## src/rtl/fpu_pkg.sv

```systemverilog
// Shared FPU types and constants: rounding-mode encoding, fflags bit positions,
// binary32 field widths and the integer saturation limits.
package fpu_pkg;

    typedef enum logic [2:0] {
        RNE = 3'd0,
        RTZ = 3'd1,
        RDN = 3'd2,
        RUP = 3'd3,
        RMM = 3'd4
    } rm_e;

    localparam int FFLAG_NV = 4;
    localparam int FFLAG_NX = 0;

    localparam int FP32_EXP_W  = 8;
    localparam int FP32_FRAC_W = 23;
    localparam int FP32_SIG_W  = FP32_FRAC_W + 1;

    localparam logic [FP32_EXP_W-1:0] BIAS = 8'd127;

    localparam logic [31:0] INT32_MAX  = 32'h7FFF_FFFF;
    localparam logic [31:0] INT32_MIN  = 32'h8000_0000;
    localparam logic [31:0] UINT32_MAX = 32'hFFFF_FFFF;

    typedef struct packed {
        logic        sign;
        logic        uns;
        logic        nan;
        logic        ovf;
        rm_e         rm;
        logic [31:0] mag;
        logic        rnd;
        logic        stk;
    } s1_t;

endpackage

```

## src/rtl/fcvt_align_shifter.sv

```systemverilog
// Aligns a 24-bit significand for an unbiased exponent 0..31 into a 32-bit
// integer magnitude plus round and sticky bits.
module fcvt_align_shifter
    import fpu_pkg::*;
(
    input  logic [FP32_SIG_W-1:0] sig,
    input  logic [4:0]            exp_unb,
    output logic [31:0]           mag,
    output logic                  rnd,
    output logic                  stk
);

    logic [5:0]  sh_amt;
    logic [63:0] fixed;

    // Binary point sits between bits 32 and 31, so sig lands at 2^(exp_unb-23).
    assign sh_amt = {1'b0, exp_unb} + 6'd9;
    assign fixed  = {40'd0, sig} << sh_amt;

    assign mag = fixed[63:32];
    assign rnd = fixed[31];
    assign stk = |fixed[30:0];

endmodule

```

## src/rtl/fp_to_int_cvt.sv

```systemverilog
// FP32 -> INT32/UINT32 converter (FCVT.W.S / FCVT.WU.S): stage 1 aligns the
// significand, stage 2 rounds and saturates. Valid/ready pipeline, 2-cycle latency.
module fp_to_int_cvt
    import fpu_pkg::*;
#(
    parameter int DATA_WIDTH = 32
) (
    input  logic                  clk,
    input  logic                  rst_n,
    input  logic                  in_valid,
    output logic                  in_ready,
    input  logic [DATA_WIDTH-1:0] fp_in,
    input  logic                  is_unsigned,
    input  logic [2:0]            rm,
    output logic                  out_valid,
    input  logic                  out_ready,
    output logic [DATA_WIDTH-1:0] int_out,
    output logic [4:0]            fflags_out
);

    logic                   s1_valid;
    logic                   s2_valid;
    logic                   s1_adv;
    logic                   s2_adv;
    s1_t                    s1_d;
    s1_t                    s1_q;

    logic [FP32_EXP_W-1:0]  exp_f;
    logic [FP32_FRAC_W-1:0] frac_f;
    logic [FP32_SIG_W-1:0]  sig_f;
    logic [4:0]             exp_unb;
    logic [31:0]            sh_mag;
    logic                   sh_rnd;
    logic                   sh_stk;

    logic                   inc;
    logic [32:0]            mag33;
    logic [31:0]            res;
    logic [4:0]             flags;

    assign s2_adv    = !s2_valid || out_ready;
    assign s1_adv    = !s1_valid || s2_adv;
    assign in_ready  = s1_adv;
    assign out_valid = s2_valid;

    assign exp_f  = fp_in[30:23];
    assign frac_f = fp_in[22:0];
    assign sig_f  = {exp_f != 8'd0, frac_f};
    // exp - 127 modulo 32 equals exp[4:0] + 1; only used when 127 <= exp <= 158.
    assign exp_unb = exp_f[4:0] + 5'd1;

    fcvt_align_shifter u_align (
        .sig     (sig_f),
        .exp_unb (exp_unb),
        .mag     (sh_mag),
        .rnd     (sh_rnd),
        .stk     (sh_stk)
    );

    always_comb begin
        s1_d      = '0;
        s1_d.sign = fp_in[31];
        s1_d.uns  = is_unsigned;
        s1_d.rm   = rm_e'(rm);
        s1_d.nan  = (exp_f == 8'hFF) && (frac_f != '0);
        s1_d.ovf  = exp_f >= (BIAS + 8'd32);
        if (exp_f < BIAS) begin
            s1_d.mag = '0;
            s1_d.rnd = exp_f == (BIAS - 8'd1);
            s1_d.stk = (frac_f != '0) || ((exp_f != 8'd0) && (exp_f < (BIAS - 8'd1)));
        end else if (!s1_d.ovf) begin
            s1_d.mag = sh_mag;
            s1_d.rnd = sh_rnd;
            s1_d.stk = sh_stk;
        end
    end

    always_ff @(posedge clk or negedge rst_n) begin
        if (!rst_n) begin
            s1_valid <= 1'b0;
            s1_q     <= '0;
        end else if (s1_adv) begin
            s1_valid <= in_valid;
            if (in_valid) begin
                s1_q <= s1_d;
            end
        end
    end

    always_comb begin
        inc = 1'b0;
        case (s1_q.rm)
            RNE:     inc = s1_q.rnd && (s1_q.stk || s1_q.mag[0]);
            RDN:     inc = s1_q.sign && (s1_q.rnd || s1_q.stk);
            RUP:     inc = !s1_q.sign && (s1_q.rnd || s1_q.stk);
            RMM:     inc = s1_q.rnd;
            default: inc = 1'b0;
        endcase
        mag33 = {1'b0, s1_q.mag} + {32'd0, inc};

        res   = '0;
        flags = '0;
        if (s1_q.nan) begin
            flags[FFLAG_NV] = 1'b1;
            res             = s1_q.uns ? UINT32_MAX : INT32_MAX;
        end else if (s1_q.ovf) begin
            flags[FFLAG_NV] = 1'b1;
            if (s1_q.sign) begin
                res = s1_q.uns ? 32'd0 : INT32_MIN;
            end else begin
                res = s1_q.uns ? UINT32_MAX : INT32_MAX;
            end
        end else if (s1_q.uns) begin
            if (s1_q.sign && (mag33 != '0)) begin
                flags[FFLAG_NV] = 1'b1;
                res             = 32'd0;
            end else if (mag33[32]) begin
                flags[FFLAG_NV] = 1'b1;
                res             = UINT32_MAX;
            end else begin
                flags[FFLAG_NX] = s1_q.rnd || s1_q.stk;
                res             = mag33[31:0];
            end
        end else begin
            if (!s1_q.sign && (mag33 > {1'b0, INT32_MAX})) begin
                flags[FFLAG_NV] = 1'b1;
                res             = INT32_MAX;
            end else if (s1_q.sign && (mag33 > {1'b0, INT32_MIN})) begin
                flags[FFLAG_NV] = 1'b1;
                res             = INT32_MIN;
            end else begin
                flags[FFLAG_NX] = s1_q.rnd || s1_q.stk;
                res             = s1_q.sign ? (~mag33[31:0] + 32'd1) : mag33[31:0];
            end
        end
    end

    always_ff @(posedge clk or negedge rst_n) begin
        if (!rst_n) begin
            s2_valid   <= 1'b0;
            int_out    <= '0;
            fflags_out <= '0;
        end else if (s2_adv) begin
            s2_valid <= s1_valid;
            if (s1_valid) begin
                int_out    <= res;
                fflags_out <= flags;
            end
        end
    end

endmodule

```

## config.mk

```make
export PLATFORM = sky130hd
export DESIGN_NAME = fp_to_int_cvt
export DESIGN_NICKNAME = d
export VERILOG_FILES = /design/src/rtl/fpu_pkg.sv /design/src/rtl/fcvt_align_shifter.sv /design/src/rtl/fp_to_int_cvt.sv
export SDC_FILE = /design/constraint.sdc
export NUM_CORES = 1
export LEC_CHECK = 0
export ABC_AREA = 0
export BUFFER_PORTS_ARGS = -buffer_cell sky130_fd_sc_hd__buf_2
export CAP_MARGIN = 15
export CORE_ASPECT_RATIO = 0.6
export CORE_MARGIN = 10
export CORE_UTILIZATION = 55
export CTS_CLUSTER_SIZE = 30
export DETAILED_ROUTE_END_ITERATION = 10
export PLACE_DENSITY = 0.74
export SYNTH_ARGS = -nofsm -noshare
export SYNTH_HDL_FRONTEND = slang
export SYNTH_SLANG_ARGS = --single-unit
```

## constraint.sdc

```tcl
create_clock -name clk -period 12.55 [get_ports clk]
set_clock_uncertainty 0.05 [all_clocks]
set_input_delay 1.8825 -clock clk [delete_from_list [all_inputs] [get_ports clk]]
set_output_delay 1.8825 -clock clk [all_outputs]
set_load 0.03 [all_outputs]
```

Word level (Yosys, flattened, before mapping)
Cells that the tools add are included.

Bits in registers: 77. Logic and storage cells: 79.

Add/sub/neg operators: 4. Magnitude comparators: 5. Equal/unequal tests: 5. Shift operators: 1. Multiplexer cells: 28. Bitwise logic cells: 1. Reduce and logical (&&, ||, !) cells: 23.

Operator list (count): two-way mux 32 bit (11); two-way mux 34 bit (2); << shifter 24 x 6 -> 64 bit (1); adder 32 x 1 -> 33 bit (1); greater-than comparator 33 x 31 -> 1 bit (second input constant) (1); greater-than comparator 33 x 32 -> 1 bit (second input constant) (1); nonzero test 33 bit (1); adder 32 x 1 -> 32 bit (second input constant) (1); inverter 32 bit (1); OR reduction 31 bit (1); nonzero test 23 bit (1); < comparator 8 x 7 -> 1 bit (second input constant) (2); two-way mux 1 bit (14); equality test 8 x 7 -> 1 bit (second input constant) (1); equality test 8 bit (second input constant) (1); greater-or-equal comparator 8 bit (second input constant) (1); logical AND 1 bit (8); nonzero test 8 bit (1); adder 5 x 4 -> 6 bit (second input constant) (1); equality test 3 x 2 -> 1 bit (second input constant) (2); adder 5 x 1 -> 5 bit (second input constant) (1); logical OR 1 bit (5); case mux 1 bit (4 select lines) (1); AND reduction 2 bit (2); 3 further kinds (5).

Longest topological paths before layout
Depth in word-level cells: 12. Depth in mapped cells: 19. Depth with buffers taken out: 17.

Cells and area by module
A second synthesis with hierarchy kept.

Cells, all modules: 1005. Area, all modules: 8359.3 um2.

Modules (own cells, without submodules): fp_to_int_cvt (instances 1, cells each 707, area each 6002.0 um2, seq. area each 1926.8 um2); fcvt_align_shifter (instances 1, cells each 298, area each 2357.3 um2, seq. area each 0.0 um2).

Least setup slack after synthesis
OpenSTA, ideal clock, no wires.

Path type: input to register. Start: input fp_in[23]. End: register s1_q[0] (netlist bit). Arrival: 5.303 ns. Required time: 12.369 ns. Setup slack: 7.066 ns. Cell stages on the path: 13. Buffers on the path: 4. Path through: clkbuf_1 > buf_2 > inv_1 > ha_1 > clkbuf_1 > clkbuf_1 > mux4_2 > mux4_2 > mux2i_1 > nand2_1 > nand4b_1 > nor4_1 > o21ai_0.

Longest elaborated chain between the ends: 6.

RTL lines: start, declared (line fp_to_int_cvt.sv:12) `input logic [DATA_WIDTH-1:0] fp_in,`; adder 5 x 1 -> 5 bit (line fp_to_int_cvt.sv:50) `assign exp_unb = exp_f[4:0] + 5'd1;`; adder 5 x 4 -> 6 bit (line fcvt_align_shifter.sv:17) `assign sh_amt = {1'b0, exp_unb} + 6'd9;`; << shifter 24 x 6 -> 64 bit (line fcvt_align_shifter.sv:18) `assign fixed = {40'd0, sig} << sh_amt;`; OR reduction 31 bit (line fcvt_align_shifter.sv:22) `assign stk = |fixed[30:0];`; two-way mux 34 bit (line fp_to_int_cvt.sv:71) `end else if (!s1_d.ovf) begin`; two-way mux 34 bit * (line fp_to_int_cvt.sv:67) `if (exp_f < BIAS) begin`; end signal, assigned (line fp_to_int_cvt.sv:81) `s1_q <= '0;`; end signal, assigned (line fp_to_int_cvt.sv:85) `s1_q <= s1_d;`; end, declared (line fp_to_int_cvt.sv:26) `s1_t s1_q;`.

Mark *: on every way between the ends. The rest lies on a longest branch, timed or not. A chain may end at the register's enable or synchronous reset.

Worst setup path after layout
Start: register s1_q[40] (netlist bit). End: register int_out[3].

Longest elaborated chain between the ends: 12.

RTL lines: logical NOT 1 bit (line fp_to_int_cvt.sv:95, fp_to_int_cvt.sv:125); logical AND 1 bit (line fp_to_int_cvt.sv:95) `RUP: inc = !s1_q.sign && (s1_q.rnd || s1_q.stk);`; case mux 1 bit (4 select lines) (line fp_to_int_cvt.sv:92) `case (s1_q.rm)`; adder 32 x 1 -> 33 bit (line fp_to_int_cvt.sv:99) `mag33 = {1'b0, s1_q.mag} + {32'd0, inc};`; inverter 32 bit (line fp_to_int_cvt.sv:133) `res = s1_q.sign ? (~mag33[31:0] + 32'd1) : mag33[31:0];`; adder 32 x 1 -> 32 bit (line fp_to_int_cvt.sv:133); two-way mux 32 bit (line fp_to_int_cvt.sv:133); two-way mux 32 bit (line fp_to_int_cvt.sv:128) `end else if (s1_q.sign && (mag33 > {1'b0, INT32_MIN})) begin`; two-way mux 32 bit (line fp_to_int_cvt.sv:125) `if (!s1_q.sign && (mag33 > {1'b0, INT32_MAX})) begin`; two-way mux 32 bit (line fp_to_int_cvt.sv:113) `end else if (s1_q.uns) begin`; two-way mux 32 bit * (line fp_to_int_cvt.sv:106) `end else if (s1_q.ovf) begin`; two-way mux 32 bit * (line fp_to_int_cvt.sv:103) `if (s1_q.nan) begin`; end signal, assigned (line fp_to_int_cvt.sv:146) `int_out <= res;`; end, declared (line fp_to_int_cvt.sv:17) `output logic [DATA_WIDTH-1:0] int_out,`.

Marked as above.

==> impl_metrics.tcl <==
set metrics [dict create \
    dpl.hpwl_um 21300 \
    cts_setup_buffers 0 \
    grt.overflow.total 0 \
    synth_seq_cells 77 \
    core-area_mm2 0.0137 \
    clkSinkCount 77 \
    yosys.area_share.simple_pct 26.5 \
    grt_start_max_net_pins 78 \
    arrival_ps 6510 \
    syn_avg_cell_area_um2 7.91 \
    clk_path_buf_depth 2 \
    root_buffer "clkbuf_16" \
    finalNetCount 1053 \
    portBuffers 75 \
    chipWidth_um 174 \
    die_area_mm2 0.0195 \
    area_delta_synth_final_pct 8.75 \
    final.fill_count 1246 \
    slew_violations 0 \
    grt_pass1_wl_um 43600 \
    synth_top_family_by_area "simple AND/OR/NAND/NOR gates" \
    status "completed" \
    startpoint_type "register" \
    synth_edf_count 0 \
    drc_errors 0 \
    synth_compound_area_share_pct 24.7 \
    p_per_area_mw_per_mm2 135 \
    die_h_um 112 \
    ir_drop_uv 81.2 \
    finalCritPeriodShare_pct 50.2 \
    syn-cell-area_mm2 0.00778 \
    cts_buffers 9 \
    cp-end-kind "register" \
    maxCapViolCount 0 \
    cts_hold_buf 0 \
    synth_seq_area_share_pct 24.8 \
    ys_types 78 \
    tightest_slew_ps 1040 \
    antenna_found_initial 0 \
    first_global_vias 7491 \
    drt_wl_total_um 27700 \
    place_congestion 1.03 \
    dr_wl_met3_um 4490 \
    cts_tree "built" \
    initial_core_util_pct 56.6 \
    synth_xor_area_share_pct 6.30 \
    cts_max_level 3 \
    cp.required_ps 12760 \
    io_pins 79 \
    avgRoutedWirePerCell_um 23.1 \
    vias 8220 \
    critical_path_class "register to register" \
    antennaDiodeCount 0 \
    finalSetupTns_ps 0 \
    fin_ws_ps 6250 \
    final_cells 1199 \
    rsz0062_at_grt "no" \
    synth_mux_area_share_pct 11.0 \
    drtIter0Drc 1317 \
    syn_inst 983 \
    hp-class "register to register" \
    leakagePower_nw 3.44 \
    ant_nets 0 \
    rows 33 \
    clkTransAtPathRegs_ps 70 \
    avgViaCountPerCell 6.86 \
    synthArstFlopShare_pct 100 \
    hold_viol 0 \
    yosysWarnings 0 \
    critPathMaxFanout 27 \
    final_layout_size_suffix_gt1_share_pct 16.1 \
    insertion_delay_ps 350 \
    wirelength_met1_um 12900 \
    setup_viol 0 \
    met2_length_um 10000 \
    post-place-ws_ps 5930 \
    top_layer "met5" \
    fmaxAchievable_mhz 159 \
    final.min_clock_period_ps 6300 \
    first_pass_iters 5 \
    dp.cells 1184 \
    synthFlopType "dfrtp_1" \
    grtUsageTotal_pct 27.6 \
    slew-limit-headroom_pct 31.0 \
    ctsResizeCount 0 \
    synthAdderAreaFrac_pct 1.61 \
]
==> worst paths after layout <==
kind / start / slack, ps / endpoint / depth (start not counted)
worst max-delay path: s1_q[40]$_DFFE_PN0P_ / 6250 / int_out[3]$_DFFE_PN0P_ / 15
worst min-delay path: s1_valid$_DFFE_PN0N_ / 460 / out_valid$_DFFE_PN0P_ / 1
worst max register to register: s1_q[40]$_DFFE_PN0P_ / 6250 / int_out[3]$_DFFE_PN0P_ / 15
worst min register to register: s1_valid$_DFFE_PN0N_ / 460 / out_valid$_DFFE_PN0P_ / 1
max in group asynchronous: rst_n / 10180 / int_out[20]$_DFFE_PN0P_ / 1
min in group asynchronous: rst_n / 1630 / s1_q[16]$_DFFE_PN0P_ / 1
==> cells by family after synthesis <==
| kind of cell | count (synthesis) |
|---|---|
| and+or+nand+nor | 392 |
| AOI/OAI and AO/OA | 300 |
| buffers and inverters | 94 |
| DFF | 77 |
| xor gates and xnor gates | 56 |
| muxes | 53 |
| adders and majority gates | 10 |
| other | 1 |
==> per-stage QoR <==
step	total power, mW	hold WS [ps]	util, %	instance area (um^2)
2_1_floorplan	0.695	420	-	7790
3_3_place_gp	0.855	443	59.4	8160
3_5_place_dp	0.853	461	59.4	8160
4_1_cts	1.12	469	61.5	8460
5_1_grt	1.20	480	61.5	8460
6_report	1.14	460	61.5	8460
==> per-layer routing <==
layer,global-route usage [%],vias up
li1,-,3734
met1,42.8,3918
met2,33.5,545
met3,12.1,21
met4,3.83,2
met5,3.68,-
==> layout make-up <==
cell class | count | area (um^2) | share of cell area [%]
clock inverters | 5 | 60.1 | 0.710
flip-flops and latches | 77 | 1930 | 22.8
repair buffers | 83 | 438 | 5.18
multi-input cells | 814 | 5490 | 64.9
clock buffers | 10 | 239 | 2.82
inverters | 18 | 67.6 | 0.799
well taps | 192 | 240 | 2.84
==> state kept, by name, summed over array words and instances, names as in the netlist <==
register    flops
s1_q           41
out_valid       1
fflags_out      2
int_out        32
s1_valid        1
==> cell usage in the layout, fill, tap and decap left out, drive strengths merged, types with 7 or more instances in the layout <==
master    n
a211oi    7
a21o     10
a21oi    43
a22o     10
a22oi     9
a31oi    34
and2      8
and3      7
and4      7
buf      83
clkbuf   10
dfrtp    77
ha       10
inv      19
mux2      7
mux2i    21
mux4     25
nand2   106
nand2b   13
nand3    41
nand4    21
nor2     94
nor3     26
nor4     25
o211ai    7
o21a      8
o21ai   114
o22ai     7
o31ai    11
or3      10
or4      13
xnor2    37
xor2     19
==> worst max-delay path: stages, from the launching register on <==
cell and delay, ps:
dfrtp_1 390, inv_1 280, mux2_2 380, o32a_1 320, nor2_1 90, ha_1 410, ha_1 400, nand4_2 290
or4_1 710, xnor2_1 280, or3b_2 530, nor4b_1 690, nand4_4 290, o21ai_4 640, o21ai_0 220, a31oi_1 220
==> synthesized netlist by cell type, drive strengths merged, types with 11 or more instances <==
library cell / n / area share (%)
a21oi: 43 / 2.9
a31oi: 34 / 2.8
buf: 27 / 1.8
clkbuf: 49 / 2.4
dfrtp: 77 / 25
inv: 18 / 0.87
mux2i: 21 / 2.7
mux4: 25 / 7.2
nand2: 106 / 5.1
nand2b: 13 / 1.0
nand3: 41 / 2.6
nand4: 21 / 2.6
nor2: 94 / 4.5
nor3: 26 / 1.7
nor4: 25 / 2.7
o21ai: 114 / 7.5
o31ai: 11 / 1.1
or4: 13 / 1.4
xnor2: 37 / 4.2
xor2: 19 / 2.1
==> power by group <==
part | switching [mW] | total [mW] | leakage (nW) | internal, mW
registers | 0.0323 | 0.320 | 0.988 | 0.288
logic | 0.372 | 0.551 | 2.31 | 0.179
clock network | 0.112 | 0.271 | 0.145 | 0.159
total | 0.516 | 1.14 | 3.44 | 0.626
Note: power is estimated with default switching activity, not from simulation.
